$ cat src/rtl/i2c_slave_pkg.sv
// Shared state/operation types and sizing helpers for the I2C register-file target.
package i2c_slave_pkg;

    typedef enum logic [3:0] {
        IDLE,
        ADDR,
        ADDR_ACK,
        PTR,
        PTR_ACK,
        WR,
        WR_ACK,
        RD,
        RD_ACK,
        HOLD
    } i2c_slave_state_t;

    typedef enum logic {
        WRITE = 1'b0,
        READ  = 1'b1
    } i2c_op_t;

    localparam int MIN_DEPTH = 2;
    localparam int MAX_DEPTH = 256;

    // Register-pointer width for a given array depth, clamped to the legal range.
    function automatic int ptr_width(input int depth);
        if (depth <= MIN_DEPTH) return 1;
        if (depth >= MAX_DEPTH) return $clog2(MAX_DEPTH);
        return $clog2(depth);
    endfunction

endpackage

$ cat src/rtl/i2c_bus_sync.sv
// Synchronizes raw SCL/SDA into the system clock and emits one-cycle
// SCL edge and START/STOP strobes, with SDA aligned to those strobes.
module i2c_bus_sync #(
    parameter int SYNC_STAGES = 2
) (
    input  logic clk_i,
    input  logic rst_n_i,
    input  logic scl_i,
    input  logic sda_i,
    output logic sda_s_o,
    output logic scl_rise_o,
    output logic scl_fall_o,
    output logic start_o,
    output logic stop_o
);

    logic [SYNC_STAGES-1:0] scl_sync_q, scl_sync_d;
    logic [SYNC_STAGES-1:0] sda_sync_q, sda_sync_d;
    logic scl_prev_q, scl_prev_d;
    logic sda_prev_q, sda_prev_d;
    logic sda_bit_q, sda_bit_d;
    logic scl_rise_q, scl_rise_d;
    logic scl_fall_q, scl_fall_d;
    logic start_q, start_d;
    logic stop_q, stop_d;
    logic scl_s, sda_s;

    assign scl_s = scl_sync_q[SYNC_STAGES-1];
    assign sda_s = sda_sync_q[SYNC_STAGES-1];

    // START/STOP need SCL high on both sides of the SDA transition.
    always_comb begin
        scl_sync_d = {scl_sync_q[SYNC_STAGES-2:0], scl_i};
        sda_sync_d = {sda_sync_q[SYNC_STAGES-2:0], sda_i};
        scl_prev_d = scl_s;
        sda_prev_d = sda_s;
        sda_bit_d  = sda_s;
        scl_rise_d = scl_s & ~scl_prev_q;
        scl_fall_d = ~scl_s & scl_prev_q;
        start_d    = scl_s & scl_prev_q & sda_prev_q & ~sda_s;
        stop_d     = scl_s & scl_prev_q & ~sda_prev_q & sda_s;
    end

    // The idle bus is high, so the chain resets to 1 to avoid phantom events.
    always_ff @(posedge clk_i) begin
        if (!rst_n_i) begin
            scl_sync_q <= '1;
            sda_sync_q <= '1;
            scl_prev_q <= 1'b1;
            sda_prev_q <= 1'b1;
            sda_bit_q  <= 1'b1;
            scl_rise_q <= 1'b0;
            scl_fall_q <= 1'b0;
            start_q    <= 1'b0;
            stop_q     <= 1'b0;
        end else begin
            scl_sync_q <= scl_sync_d;
            sda_sync_q <= sda_sync_d;
            scl_prev_q <= scl_prev_d;
            sda_prev_q <= sda_prev_d;
            sda_bit_q  <= sda_bit_d;
            scl_rise_q <= scl_rise_d;
            scl_fall_q <= scl_fall_d;
            start_q    <= start_d;
            stop_q     <= stop_d;
        end
    end

    assign sda_s_o    = sda_bit_q;
    assign scl_rise_o = scl_rise_q;
    assign scl_fall_o = scl_fall_q;
    assign start_o    = start_q;
    assign stop_o     = stop_q;

endmodule

$ cat src/rtl/i2c_slave_regfile.sv
// I2C target owning a byte-wide register file: pointer write, auto-increment
// write and read, plus a host-side write monitor and backdoor read port.
module i2c_slave_regfile
    import i2c_slave_pkg::*;
#(
    parameter int                    ADDR_WIDTH  = 7,
    parameter int                    DATA_WIDTH  = 8,
    parameter int                    DEPTH       = 16,
    parameter logic [ADDR_WIDTH-1:0] SLAVE_ADDR  = 7'h22,
    parameter int                    SYNC_STAGES = 2
) (
    input  logic                        clk_i,
    input  logic                        rst_n_i,
    input  logic                        scl_i,
    input  logic                        sda_i,
    output logic                        sda_o,
    output logic                        busy_o,
    output logic                        start_o,
    output logic                        stop_o,
    output logic                        wr_strobe_o,
    output logic [ptr_width(DEPTH)-1:0] wr_addr_o,
    output logic [DATA_WIDTH-1:0]       wr_data_o,
    input  logic [ptr_width(DEPTH)-1:0] mem_addr_i,
    output logic [DATA_WIDTH-1:0]       mem_rdata_o
);

    localparam int PTR_W   = ptr_width(DEPTH);
    localparam int SHIFT_W = (ADDR_WIDTH + 1 > DATA_WIDTH) ? ADDR_WIDTH + 1 : DATA_WIDTH;
    localparam int CNT_W   = $clog2(SHIFT_W + 1);

    logic sda_bit, scl_rise, scl_fall, start_det, stop_det;

    i2c_bus_sync #(
        .SYNC_STAGES(SYNC_STAGES)
    ) u_bus_sync (
        .clk_i     (clk_i),
        .rst_n_i   (rst_n_i),
        .scl_i     (scl_i),
        .sda_i     (sda_i),
        .sda_s_o   (sda_bit),
        .scl_rise_o(scl_rise),
        .scl_fall_o(scl_fall),
        .start_o   (start_det),
        .stop_o    (stop_det)
    );

    i2c_slave_state_t state_q, state_d;
    i2c_op_t          op_q, op_d;
    logic [CNT_W-1:0]      bit_cnt_q, bit_cnt_d;
    logic [SHIFT_W-1:0]    shift_q, shift_d, shift_in;
    logic [DATA_WIDTH-1:0] tx_q, tx_d;
    logic [PTR_W-1:0]      ptr_q, ptr_d;
    logic                  sda_q, sda_d;
    logic                  busy_q, busy_d;
    logic                  start_q, start_d;
    logic                  stop_q, stop_d;
    logic                  wr_strobe_q, wr_strobe_d;
    logic [PTR_W-1:0]      wr_addr_q, wr_addr_d;
    logic [DATA_WIDTH-1:0] wr_data_q, wr_data_d;
    logic [DATA_WIDTH-1:0] mem_rdata_q, mem_rdata_d;
    logic [DATA_WIDTH-1:0] mem_q [DEPTH];
    logic [DATA_WIDTH-1:0] mem_d [DEPTH];

    assign shift_in = {shift_q[SHIFT_W-2:0], sda_bit};

    always_comb begin
        state_d     = state_q;
        op_d        = op_q;
        bit_cnt_d   = bit_cnt_q;
        shift_d     = shift_q;
        tx_d        = tx_q;
        ptr_d       = ptr_q;
        sda_d       = sda_q;
        busy_d      = busy_q;
        start_d     = 1'b0;
        stop_d      = 1'b0;
        wr_strobe_d = 1'b0;
        wr_addr_d   = wr_addr_q;
        wr_data_d   = wr_data_q;
        mem_d       = mem_q;
        mem_rdata_d = mem_q[mem_addr_i];

        case (state_q)
            IDLE, HOLD: begin
                sda_d = 1'b1;
            end
            ADDR: begin
                if (scl_rise) begin
                    shift_d   = shift_in;
                    bit_cnt_d = bit_cnt_q + CNT_W'(1);
                    if (bit_cnt_q == CNT_W'(ADDR_WIDTH)) begin
                        bit_cnt_d = '0;
                        if (shift_in[ADDR_WIDTH:1] == SLAVE_ADDR) begin
                            state_d = ADDR_ACK;
                            op_d    = i2c_op_t'(shift_in[0]);
                        end else begin
                            state_d = HOLD;
                        end
                    end
                end
            end
            // First SCL fall starts our ACK low; the second one ends the ACK clock.
            ADDR_ACK, PTR_ACK, WR_ACK: begin
                if (scl_fall) begin
                    if (bit_cnt_q == '0) begin
                        sda_d     = 1'b0;
                        bit_cnt_d = CNT_W'(1);
                    end else begin
                        bit_cnt_d = '0;
                        sda_d     = 1'b1;
                        if (state_q == ADDR_ACK && op_q == READ) begin
                            tx_d    = mem_q[ptr_q];
                            sda_d   = mem_q[ptr_q][DATA_WIDTH-1];
                            state_d = RD;
                        end else if (state_q == ADDR_ACK) begin
                            state_d = PTR;
                        end else begin
                            state_d = WR;
                        end
                    end
                end
            end
            PTR: begin
                if (scl_rise) begin
                    shift_d   = shift_in;
                    bit_cnt_d = bit_cnt_q + CNT_W'(1);
                    if (bit_cnt_q == CNT_W'(DATA_WIDTH - 1)) begin
                        bit_cnt_d = '0;
                        ptr_d     = shift_in[PTR_W-1:0];
                        state_d   = PTR_ACK;
                    end
                end
            end
            WR: begin
                if (scl_rise) begin
                    shift_d   = shift_in;
                    bit_cnt_d = bit_cnt_q + CNT_W'(1);
                    if (bit_cnt_q == CNT_W'(DATA_WIDTH - 1)) begin
                        bit_cnt_d    = '0;
                        mem_d[ptr_q] = shift_in[DATA_WIDTH-1:0];
                        wr_strobe_d  = 1'b1;
                        wr_addr_d    = ptr_q;
                        wr_data_d    = shift_in[DATA_WIDTH-1:0];
                        ptr_d        = ptr_q + PTR_W'(1);
                        state_d      = WR_ACK;
                    end
                end
            end
            RD: begin
                if (scl_rise) begin
                    bit_cnt_d = bit_cnt_q + CNT_W'(1);
                end else if (scl_fall) begin
                    if (bit_cnt_q == CNT_W'(DATA_WIDTH)) begin
                        bit_cnt_d = '0;
                        sda_d     = 1'b1;
                        ptr_d     = ptr_q + PTR_W'(1);
                        state_d   = RD_ACK;
                    end else begin
                        tx_d  = {tx_q[DATA_WIDTH-2:0], 1'b0};
                        sda_d = tx_q[DATA_WIDTH-2];
                    end
                end
            end
            RD_ACK: begin
                if (scl_rise) begin
                    if (sda_bit) begin
                        state_d = HOLD;
                    end else begin
                        bit_cnt_d = CNT_W'(1);
                    end
                end else if (scl_fall && bit_cnt_q == CNT_W'(1)) begin
                    bit_cnt_d = '0;
                    tx_d      = mem_q[ptr_q];
                    sda_d     = mem_q[ptr_q][DATA_WIDTH-1];
                    state_d   = RD;
                end
            end
            default: begin
                state_d = IDLE;
                sda_d   = 1'b1;
            end
        endcase

        // Bus conditions abort whatever byte is in flight.
        if (start_det) begin
            state_d   = ADDR;
            bit_cnt_d = '0;
            sda_d     = 1'b1;
            busy_d    = 1'b1;
            start_d   = 1'b1;
        end
        if (stop_det) begin
            state_d   = IDLE;
            bit_cnt_d = '0;
            sda_d     = 1'b1;
            busy_d    = 1'b0;
            stop_d    = 1'b1;
        end
    end

    always_ff @(posedge clk_i) begin
        if (!rst_n_i) begin
            state_q     <= IDLE;
            op_q        <= WRITE;
            bit_cnt_q   <= '0;
            shift_q     <= '0;
            tx_q        <= '0;
            ptr_q       <= '0;
            sda_q       <= 1'b1;
            busy_q      <= 1'b0;
            start_q     <= 1'b0;
            stop_q      <= 1'b0;
            wr_strobe_q <= 1'b0;
            wr_addr_q   <= '0;
            wr_data_q   <= '0;
            mem_rdata_q <= '0;
            for (int i = 0; i < DEPTH; i++) begin
                mem_q[i] <= '0;
            end
        end else begin
            state_q     <= state_d;
            op_q        <= op_d;
            bit_cnt_q   <= bit_cnt_d;
            shift_q     <= shift_d;
            tx_q        <= tx_d;
            ptr_q       <= ptr_d;
            sda_q       <= sda_d;
            busy_q      <= busy_d;
            start_q     <= start_d;
            stop_q      <= stop_d;
            wr_strobe_q <= wr_strobe_d;
            wr_addr_q   <= wr_addr_d;
            wr_data_q   <= wr_data_d;
            mem_rdata_q <= mem_rdata_d;
            mem_q       <= mem_d;
        end
    end

    assign sda_o       = sda_q;
    assign busy_o      = busy_q;
    assign start_o     = start_q;
    assign stop_o      = stop_q;
    assign wr_strobe_o = wr_strobe_q;
    assign wr_addr_o   = wr_addr_q;
    assign wr_data_o   = wr_data_q;
    assign mem_rdata_o = mem_rdata_q;

endmodule

$ cat config.mk
export PLATFORM = sky130hd
export DESIGN_NAME = i2c_slave_regfile
export DESIGN_NICKNAME = d
export VERILOG_FILES = /design/src/rtl/i2c_slave_pkg.sv /design/src/rtl/i2c_bus_sync.sv /design/src/rtl/i2c_slave_regfile.sv
export SDC_FILE = /design/constraint.sdc
export NUM_CORES = 1
export LEC_CHECK = 0
export CAP_MARGIN = 20
export CORE_MARGIN = 2
export CORE_UTILIZATION = 50
export DETAILED_ROUTE_END_ITERATION = 16
export GPL_ROUTABILITY_DRIVEN = 0
export HOLD_SLACK_MARGIN = 0.12
export PLACE_DENSITY = 0.76
export SLEW_MARGIN = 20
export SYNTH_ARGS = -nofsm -noshare
export SYNTH_HDL_FRONTEND = slang
export SYNTH_HIERARCHICAL = 1
export SYNTH_SLANG_ARGS = --single-unit
$ cat constraint.sdc
create_clock -name clk_i -period 7.3 [get_ports clk_i]
set_clock_uncertainty 0.1 [all_clocks]
set_input_delay 1.46 -clock clk_i [delete_from_list [all_inputs] [get_ports clk_i]]
set_output_delay 1.46 -clock clk_i [all_outputs]
set_load 0.05 [all_outputs]
* Yosys cells after proc, flatten, opt, wreduce, memory -nomap -nowiden
Cells that the tools add are included.
** Cells by class
- Add/subtract/negate cells :: 2
- Order comparisons :: 3
- Eq/ne operators :: 48
- Multiplexer cells :: 68
- Bitwise gates (word level) :: 16
- Reduce and logical (&&, ||, !) cells :: 23
** Operators with widths (count)
- $bwmux W128 :: 1
- $mux W4 :: 31
- $bmux W8 S4 :: 2
- $mux W7 :: 8
- $mux W8 :: 5
- $demux W8 S4 :: 1
- $pmux W4 S7 :: 1
- $reduce_and A14 Y1 :: 2
- $ne A3 B2 Y1 const B :: 8
- $pmux W7 S3 :: 1
- $eq A4 B3 Y1 const B :: 5
- $ne A2 B2 Y1 const B :: 10
- $ne A3 B1 Y1 const B :: 6
- $pmux W4 S4 :: 1
- $ne A2 B1 Y1 const B :: 7
- $mux W1 :: 13
- $eq A4 B4 Y1 const B :: 3
- $pmux W4 S3 :: 1
- $ge A5 B5 Y1 const B :: 2
- $not A4 Y5 :: 2
- $reduce_and A9 Y1 :: 1
- $reduce_or A3 Y1 :: 3
- $add A4 B1 Y4 const B :: 2
- $eq A4 B1 Y1 const B :: 2
- 21 further kinds :: 42
** Word-level totals
- Register bits :: 190
- Bits of input ports :: 8

* Longest topological paths before layout
- Depth in word-level cells :: 8
- Gate-level depth with buffers :: 8
- Mapped depth without buffers :: 7

* Cells and area by module
The synthesis kept the hierarchy.
** By module, submodules not included
- i2c_slave_regfile :: times used 1, cells each 885, area an instance 9320.2 um^2, seq. area each 3603.5 um^2
- i2c_bus_sync :: times used 1, cells each 22, area an instance 291.5 um^2, seq. area each 200.2 um^2

* Least setup slack after synthesis
OpenSTA, ideal clock, no wires.
- Kind :: input to register
- From :: input port mem_addr_i[0]
- To :: register mem_rdata_q[0] (netlist: mem_rdata_o[0])
- Data arrival time :: 3.093 ns
- Required time :: 7.085 ns
- Slack :: 3.992 ns
- Cell stages on the path :: 5
- Buffers on the path :: 2
- Cell sequence :: clkbuf_1 > buf_2 > mux4_2 > mux4_2 > and2_1
** Between the ends
- Word-level cells in the longest chain between the ends :: 4
** RTL lines
- start, declared :: RTL line i2c_slave_regfile.sv:23 : input logic [ptr_width(DEPTH)-1:0] mem_addr_i,
- $not A4 Y5 (implied by the code) :: RTL line i2c_slave_regfile.sv:81 : mem_rdata_d = mem_q[mem_addr_i];
- $bmux W8 S4 :: RTL line i2c_slave_regfile.sv:81
- $mux W8 (implied by the code) (2 in series) :: RTL line i2c_slave_regfile.sv:81
- end signal, assigned :: RTL line i2c_slave_regfile.sv:234 : mem_rdata_q <= mem_rdata_d;
- end, declared :: RTL line i2c_slave_regfile.sv:60 : logic [DATA_WIDTH-1:0] mem_rdata_q, mem_rdata_d;
Every way passes these cells. The select of a mux whose other input is x is not followed.
A chain may end at the register's enable or synchronous reset.

* Final worst setup path
- From :: input port rst_n_i
- To :: register mem_q[52] (netlist name)
** RTL lines
- start, declared :: RTL line i2c_slave_regfile.sv:13 : input logic rst_n_i,
- end signal, assigned :: RTL line i2c_slave_regfile.sv:235 : mem_q <= mem_d;
- end, declared :: RTL line i2c_slave_regfile.sv:61 : logic [DATA_WIDTH-1:0] mem_q [DEPTH];
No word-level cell between the ends.

==> impl_metrics.env <==
export IMPL_status="complete, no violations"
export IMPL_synth_edf_count=0
export IMPL_start_util=0.5121
export IMPL_cp_data_arrival_time_ps=3740
export IMPL_synthTopCellsByArea="dfxtp_1 (40%), mux4_2 (16%), mux2i_1 (15%)"
export IMPL_cts_inserted_buffers=17
export IMPL_powerDensity_mw_per_mm2=217.2
export IMPL_antenna_cells=0
export IMPL_seq_area_frac_synth=0.3957
export IMPL_clock_sink_count=190
export IMPL_max_freq_mhz=281.3
export IMPL_clkTransAtPathRegs_ps=70
export IMPL_tightest_slew_ps=1156
export IMPL_drtIter0Drc=636
export IMPL_clk_latency_ps=440
export IMPL_crit_top_cell="buf_4"
export IMPL_yosys_area_share_simple=0.1584
export IMPL_yosysWarnings=6
export IMPL_critical_path_max_stage_delay_ps=880
export IMPL_crit_path_cell_trace="clkdlybuf4s50_1 > buf_4 > inv_4 > buf_4 > nor2_1"
export IMPL_synth_top_family_by_area="multiplexers"
export IMPL_grt_max_degree=95
export IMPL_rsz0062_at_grt="false"
export IMPL_cts_buffer_depth=2
export IMPL_drive_gt1_frac=0.1629
export IMPL_slew_violations=0
export IMPL_p_leak_nw=4.180
export IMPL_slowest_stage="buf_4"
export IMPL_synth_adder_area_share=0.01015
export IMPL_rows=50
export IMPL_grt_usage=0.2455
export IMPL_die_h_um=142.7
export IMPL_synth_top_flop_cell="dfxtp_1"
export IMPL_ys_ff_latch=190
export IMPL_dp_slack_ps=3348
export IMPL_grt_pass1_vias=6951
export IMPL_drtAntennaViolNets=0
export IMPL_chipWidth_um=142.7
export IMPL_dieArea_mm2=0.02035
export IMPL_fin_crit_sh=0.4870
export IMPL_yosys_area_top_type="dfxtp_1"
export IMPL_finalSetupViolCount=0
export IMPL_route_detailed_drc=0
export IMPL_maxCapViolations=0
export IMPL_fin_tns_setup_ps=0
export IMPL_cts_repair_resized=0
export IMPL_ys_types=66
export IMPL_syn_instance_count=907
export IMPL_core_area_mm2=0.01877
export IMPL_synth_area_per_cell_um2=10.60
export IMPL_min_period_ps=3555
export IMPL_grt_pass1_wl_um=38160
export IMPL_hold_path_class="reg2reg"
export IMPL_cts_tree="yes"
export IMPL_slew_headroom=0.2290
export IMPL_cp_start_kind="primary input"
export IMPL_portBuffers=32
export IMPL_worst_path_max_fanout=94
export IMPL_vias=7092
export IMPL_vdd_drop_max_mv=0.1668
export IMPL_ctsHoldBuffers=0
export IMPL_root_buffer="clkbuf_16"
export IMPL_synth_compound_area_share=0.06808
export IMPL_viasPerCell=6.276
export IMPL_worstSetupEndpointType="flip-flop"
export IMPL_synthXorXnorAreaFrac=0
export IMPL_grt_antenna_before_repair=0
export IMPL_async_reset_ff_frac=0
export IMPL_layout_nets=898
export IMPL_wl_per_cell_um=21.25
export IMPL_dp_hpwl_um=14630
export IMPL_path_class="in2reg"
export IMPL_wl_um=24010
export IMPL_finalHoldViolations=0
export IMPL_syn_to_final_growth_pct=9.633
export IMPL_synth_mux_area_frac=0.3260
export IMPL_utilization=0.5615
export IMPL_h_tree_depth=4
export IMPL_crit_required_ps=7480
export IMPL_firstDrtPassIters=5
export IMPL_worst_slack_ps=3745
export IMPL_yosys_area_top_type_share=0.3957
export IMPL_netlist_area_mm2=0.009612
export IMPL_post_cts_repair_setup_buffers=0
export IMPL_io_pins=33
export IMPL_synth_fp_nets=922
export IMPL_grt_overflow_total=0
-- cell type report --
| type | instances | area (um^2) |
|---|---|---|
| Fill cell | 1572 | 8230 |
| Multi-Input combinational cell | 623 | 5408 |
| Sequential cell | 190 | 3806 |
| Clock buffer | 18 | 429.2 |
| Timing Repair Buffer | 39 | 370.4 |
| Tap cell | 234 | 292.8 |
| Clock inverter | 14 | 183.9 |
| Inverter | 12 | 47.55 |
-- logic make-up after synthesis --
logic type,count (synthesis)
adder cells (fa/ha/maj),8
multiplexers,224
AO/OA/AOI/OAI,96
AND/OR/NAND/NOR,295
flip-flops,190
buffers and inverters,94
-- worst paths after layout --
| path | from | depth (start not counted) | slack (ps) | endpoint |
|---|---|---|---|---|
| worst max-delay path | rst_n_i | 5 | 3740 | mem_q[52] |
| worst min-delay path | u_bus_sync/sda_sync_q[0] | 1 | 310 | u_bus_sync/sda_sync_q[1] |
| worst max register to register | state_q[0] | 6 | 4030 | mem_q[31] |
| worst min register to register | u_bus_sync/sda_sync_q[0] | 1 | 310 | u_bus_sync/sda_sync_q[1] |
-- where the power goes --
part	internal, mW	leakage (nW)	total [mW]	switching (mW)
Clock	0.547	0.285	0.972	0.426
Sequential	1.05	1.53	1.09	0.0425
Combinational	0.0866	2.36	0.226	0.139
Total	1.68	4.18	2.29	0.608
-- worst max-delay path, delay by kind of cell --
family | cells | cell delay [ps]
AND/OR/NAND/NOR | 1 | 150
buffers and inverters | 4 | 2040
-- registers in the layout, indices dropped and copies added, names as in the netlist, 2 cells and up --
register,cells
mem_q,128
shift_q,7
ptr_q,4
u_bus_sync/scl_sync_q,2
wr_addr_o,4
state_q,4
mem_rdata_o,8
u_bus_sync/sda_sync_q,2
bit_cnt_q,4
tx_q,7
wr_data_o,8
-- stage by stage --
step / total power [mW] / std cells / hold slack, ps / instance area (um^2)
CTS: 2.302 / 1130 / 317.5 / 10540
finish: 2.289 / 1130 / 310.5 / 10540
global route: 2.372 / 1130 / 326.5 / 10540
global placement: 1.334 / 1098 / 287.6 / 9922
detailed placement: 1.334 / 1098 / 300.5 / 9925
floorplan: 1.279 / 907 / 284.6 / 9612
-- synthesized netlist by cell type, types with 3 or more instances --
cell type	count
dfxtp_1	190
nor2_1	151
mux2i_1	142
mux4_2	70
clkbuf_1	50
nand2_1	38
a21oi_1	35
buf_2	17
and2_1	14
a211oi_1	12
inv_1	12
mux2_2	12
nand3_1	11
o21ai_0	11
buf_1	9
nor3_1	9
nor4_1	9
ha_1	7
nand3_4	7
nor2b_1	7
nand2b_1	6
nand3_2	6
a222oi_1	5
and3_1	5
buf_4	5
nand4b_1	4
o21a_1	4
or2b_1	4
a311oi_1	3
nand4_1	3
nor3b_2	3
o22ai_1	3
-- per-layer routing --
| metal | track usage | share of wire | up-vias |
|---|---|---|---|
| met2 | 0.4076 | 0.50 | 245 |
| li1 | - | - | 3254 |
| met1 | 0.3123 | 0.41 | 3546 |
| met5 | 0 | 0 | - |
| met4 | 0.09171 | 0.026 | 0 |
| met3 | 0.05869 | 0.063 | 47 |
-- cells in the final DEF, fill, tap and decap left out, drive strengths merged, types with 6 or more instances in the layout --
cell	netlist	final
nand2b	6	6
mux2i	142	142
clkbuf	50	18
buf	32	8
o21ai	11	11
mux2	12	12
mux4	70	70
inv	12	16
nand3	24	24
nor4	9	9
nor2	152	152
a21oi	35	35
nand2	38	38
nor3	10	10
ha	7	7
a211oi	12	12
dfxtp	190	190
nor2b	7	7
clkdlybuf4s50	0	31
and2	15	15
Note: power is estimated with default switching activity, not from simulation.
==> edit 1, RTL diff (same settings) <==
Register the inputs `scl_i`, `sda_i` and `mem_addr_i` before use, without a reset. The logic sees them one clock later.
--- a/src/rtl/i2c_slave_regfile.sv
+++ b/src/rtl/i2c_slave_regfile.sv
@@ -28,6 +28,16 @@
     localparam int SHIFT_W = (ADDR_WIDTH + 1 > DATA_WIDTH) ? ADDR_WIDTH + 1 : DATA_WIDTH;
     localparam int CNT_W   = $clog2(SHIFT_W + 1);
 
+    logic scl_q;
+    logic sda_r;
+    logic [ptr_width(DEPTH)-1:0] mem_addr_q;
+
+    always_ff @(posedge clk_i) begin
+        scl_q      <= scl_i;
+        sda_r      <= sda_i;
+        mem_addr_q <= mem_addr_i;
+    end
+
     logic sda_bit, scl_rise, scl_fall, start_det, stop_det;
 
     i2c_bus_sync #(
@@ -35,8 +45,8 @@
     ) u_bus_sync (
         .clk_i     (clk_i),
         .rst_n_i   (rst_n_i),
-        .scl_i     (scl_i),
-        .sda_i     (sda_i),
+        .scl_i     (scl_q),
+        .sda_i     (sda_r),
         .sda_s_o   (sda_bit),
         .scl_rise_o(scl_rise),
         .scl_fall_o(scl_fall),
@@ -78,7 +88,7 @@
         wr_addr_d   = wr_addr_q;
         wr_data_d   = wr_data_q;
         mem_d       = mem_q;
-        mem_rdata_d = mem_q[mem_addr_i];
+        mem_rdata_d = mem_q[mem_addr_q];
 
         case (state_q)
             IDLE, HOLD: begin
Function: no difference found for any inputs over 4 cycles, from zero or initial values and one cycle with rst_n_i low; that may be too few to reach the edited logic, so the function may still have changed.
==> edit 1 against the original RTL <==
Design area hardly changed; utilization down 0.16 points; final cell count up 1.2%; non-clock buffer count increased by 1; combinational power is 27% higher; total power rose by 2.6%; routed wire length decreased by 1.5%; sequential power grew 5%; sequential cell count up 6; via count shrank 0.20%; synthesized area rose by 0.30%; setup slack improved by 0.29 ns; die area grew 0.29%.
==> edit 1: results (changes against the original RTL) <==
* Leakage at 4.65 nW (+11%)
* Yosys warns at 6 (unchanged)
* Layout cells sized above 1 at 14.8% (-1.5 points)
* Worst Setup EP: sda_o
* Cell variety after synth at 73 (+11%)
* CP startpoint: rst_n_i
* Post-layout nets at 885 (-1.4%)
* Gr usage total at 24.0% (-0.60 points)
* Clock Latency Late Sink at 0.45 ns
* H-tree Lvls at 4 (unchanged)
* GRT met3 Usage at 5.03% (-0.84 points)
* Max layer used: met4
* Area of placed instances at 9960 um2 (+0.40%)
* Metal-1 WL at 9720 um (-2.1%)
* CTS buffer count at 17 (unchanged)
* VDD IR max at 0.189 mV (+13%)
* Initial antenna violation count at 0 (unchanged)
* Worst-Margin Slew at 1.03 ns (-0.122 ns)
* Avg Vias per Cell at 6.19 (-1.3%)
* DP HPWL at 14300 um (-2.3%)
* Detailed Route Iter0 Violations at 768 (+21%)
* Sequential area share after synthesis at 40.7% (+1.1 points)
* Antenna cells at 0 (unchanged)
* WL met2 at 11200 um (-6.2%)
* RR Startpoint: state_q[0]
* Biggest register: mem_q
* M2 GR Usage at 37.8% (-3.0 points)
* Top cells by count, synth: 196 x dfxtp_1, 152 x nor2_1, 137 x mux2i_1
* Crit path DAT at 3.46 ns (-0.28 ns)
* PostCTS Resize Cnt at 0 (unchanged)
* Crit share post-route at 44.8% (-3.9 points)
* Post-synth ARST share at 0% (unchanged)
* Worst r2r dst: mem_q[2]
* HP Class: flop to flop
* Met3 wire len at 1830 um (+20%)
* Critical Path Fanout Max at 20 (-79%)
* Area contributors post-synth: dfxtp_1 41%, mux4_2 15%, mux2i_1 14%, nor2_1 5.9%, mux4_1 3.0%
* Reg2reg setup slack at 4.05 ns (+0.02 ns)
* Fin util at 56.0% (-0.16 points)
* Startpoint types: input port
* Grt met1 use at 31.3% (+0.093 points)
* First-pass GRT wire length at 37100 um (-2.8%)
* Setup bufs post-CTS at 0 (unchanged)
* Syn_nets at 906 (-1.7%)
* Maximum number of pins on one net before global-route repair at 84 (-12%)
* Status: finished, final reports clean
* Vias in the first global route at 6694 (-3.7%)
* Post-Route WL at 23700 um (-1.5%)
* Fill cell count at 1585 (+0.83%)
* Dpl ws at 3.64 ns (+0.290 ns)
## edit 1: worst min path at each step
stage                                         from                        to  slack [ns]  cells past startpoint
after global routing                         sda_r  u_bus_sync/sda_sync_q[0]        0.32                      1
after floorplan           u_bus_sync/scl_sync_q[0]  u_bus_sync/scl_sync_q[1]        0.28                      1
final                                        scl_q  u_bus_sync/scl_sync_q[0]        0.31                      1
after global placement    u_bus_sync/sda_sync_q[0]  u_bus_sync/sda_sync_q[1]        0.29                      1
after CTS                                    scl_q  u_bus_sync/scl_sync_q[0]        0.31                      1
after detailed placement                     scl_q  u_bus_sync/scl_sync_q[0]        0.29                      1
## edit 1: cell families after synthesis
family / synth area share [%]
and+or+nand+nor: 14.7
muxes: 33.5
DFF: 40.7
buffers and inverters: 4.43
AOI/OAI and AO/OA: 5.67
adders and majority gates: 1.01
## edit 1: layout make-up
cell class	count	area share (%)
tap	260	3.09
clock buffer	17	4.04
inverter	9	0.344
timing repair buffer	40	3.61
clock inverter	15	1.39
sequential	196	37.3
multi-input combinational	606	50.3
## edit 1: power by group
group          leakage [nW]  switching (W)  total [W]  internal (W)
Clock                 0.270       0.000445   0.000924      0.000479
Combinational          2.80       0.000173   0.000287      0.000113
Sequential             1.58      0.0000480    0.00114       0.00109
Total                  4.65       0.000667    0.00235       0.00168
## edit 1: through the flow
| step | instances | hold WS [ns] |
|---|---|---|
| floorplan | 891 | 0.285 |
| global placement | 1111 | 0.286 |
| detailed placement | 1111 | 0.294 |
| CTS | 1143 | 0.311 |
| global route | 1143 | 0.324 |
| finish | 1143 | 0.309 |
## edit 1: worst max-delay path, cell delays in order
cell	delay, ns
clkdlybuf4s50_1	1.06
nand2b_1	0.19
or2_2	0.41
a211oi_1	0.26
a41oi_1	0.08
==> edit 2, RTL diff (same flow settings) <==
Made on the original files. The parameter `DATA_WIDTH` goes from 8 to 16.
--- a/src/rtl/i2c_slave_regfile.sv
+++ b/src/rtl/i2c_slave_regfile.sv
@@ -4,7 +4,7 @@
     import i2c_slave_pkg::*;
 #(
     parameter int                    ADDR_WIDTH  = 7,
-    parameter int                    DATA_WIDTH  = 8,
+    parameter int                    DATA_WIDTH  = 16,
     parameter int                    DEPTH       = 16,
     parameter logic [ADDR_WIDTH-1:0] SLAVE_ADDR  = 7'h22,
     parameter int                    SYNC_STAGES = 2
Interface: changed (resized mem_rdata_o and wr_data_o); port bits go from 33 to 49. No check against the original RTL was run, so the function may have changed too.
==> edit 2 against the original RTL <==
Design area increased by 81%; via count up 110%; setup slack got worse by 0.045 ns; total power increased by 94%; synthesized area increased by 80%; sequential cell count is 161 higher; clock power up 100%; critical path depth did not move; routed wire length rose by 110%; hold slack better by 0.0011 ns; critical path type unchanged; highest routed layer unchanged.
==> edit 2: results (changes against the original RTL) <==
* Status: finished, final reports clean
* Detailed Route Iter0 Violations at 2098 (+230%)
* Multi-input combinational area share at 49.9% (-1.4 points)
* Leakage at 5.87 nW (+41%)
* Clk_buf instances at 49 (+31)
* Worst-Margin Slew at 1.22 ns (+0.0605 ns)
* Layout cells sized above 1 at 14.6% (-1.7 points)
* Max Fclk at 278 MHz (-1.2%)
* Max incr delay on CP at 0.60 ns (-0.28 ns)
* XOR/XNOR Fraction of Synth Area at 0.0507% (+0.051 points)
* RR Startpoint: ptr_q[0]
* Worst Setup EP: mem_rdata_o[12]
* Compound-Gate Fraction of Synth Area at 14.4% (+7.6 points)
* Non-clk buf share at 3.18% (-0.33 points)
* Mux contribution to synthesized area at 20.6% (-12 points)
* Largest register FFs at 256 (+100%)
* Crit path DAT at 3.92 ns (+0.18 ns)
* Clock network area share at 6.65% (+0.84 points)
* H-tree Lvls at 2 (-2)
* Nonclk buf count at 66 (+69%)
* CTS Buffer Depth at 3 (+1)
* Signal inverters at 13 (+1)
* Worst r2r dst: mem_q[210]
* Worst hold path startpoint: u_bus_sync/scl_sync_q[0]
* Maximum number of pins on one net before global-route repair at 108 (+14%)
* PortBufs at 48 (+50%)
* Comb_multi_in at 1367 (+120%)
* First-pass GRT wire length at 79200 um (+110%)
* Clock Latency Late Sink at 0.53 ns (+0.09 ns)
* Synth Area in Adders at 0.724% (-0.29 points)
* CP startpoint: mem_addr_i[0]
* Fill cell count at 2885 (+84%)
* Initial antenna violation count at 1 (+1)
* Die X at 190 um (+33%)
* Sequential area share after synthesis at 40.7% (+1.1 points)
* Post-layout nets at 1854 (+110%)
* DP HPWL at 32400 um (+120%)
* Vias in the first global route at 13900 (+100%)
* Area of placed instances at 17800 um2 (+79%)
* CTS buffer count at 37 (+20)
* Post-Route WL at 51400 um (+110%)
* Antenna cells at 1 (+1)
* Seq. cell area at 7040 um2 (+85%)
## edit 2: cell types whose count changed in the layout (fill, tap and decap cells not counted), moves of 14 or more
cell | before | now
mux2i_1 | 142 | 31
clkbuf_16 | 17 | 39
a21boi_0 | 0 | 81
clkdlybuf4s50_1 | 31 | 45
mux4_2 | 70 | 143
a21oi_1 | 35 | 234
nor2_1 | 151 | 46
dfxtp_1 | 188 | 348
nand2_1 | 38 | 612
## edit 2: stage by stage
stage | total power [W] | std cells | hold WS [ns]
after floorplan | 0.00241 | 1898 | 0.285
after global placement | 0.00249 | 2252 | 0.294
after detailed placement | 0.00250 | 2252 | 0.292
after CTS | 0.00442 | 2320 | 0.309
after global routing | 0.00456 | 2320 | 0.334
final | 0.00444 | 2321 | 0.312
## edit 2: power breakdown
part / switching [W] / internal [W] / leakage, nW
Clock: 0.000805 / 0.00116 / 0.629
Sequential: 0.0000754 / 0.00193 / 2.83
Combinational: 0.000289 / 0.000184 / 2.42
Total: 0.00117 / 0.00327 / 5.87
## edit 2: cells by family (layout without fill, tap and decap cells)
family,Yosys count,count (layout)
buffers and inverters,180,147
XOR/XNOR,1,1
adder cells (fa/ha/maj),10,10
multiplexers,176,176
AND/OR/NAND/NOR,782,782
flip-flops,351,351
other,0,1
AO/OA/AOI/OAI,398,398
## edit 2: worst register-to-register path, stage by stage, from the launching register on
cell and delay, ns:
dfxtp_4 0.58, buf_4 0.87, inv_1 0.37, ha_1 0.40, nand3_1 0.74, nand2_1 0.16
a21boi_0 0.21
## edit 2: layer usage
layer	track usage [%]	part of all wire, %	vias to the layer above
li1	-	-	6491
met1	37.9	39	7086
met2	44.4	45	913
met3	6.11	11	144
met4	12.4	4.0	0
met5	0	0	-
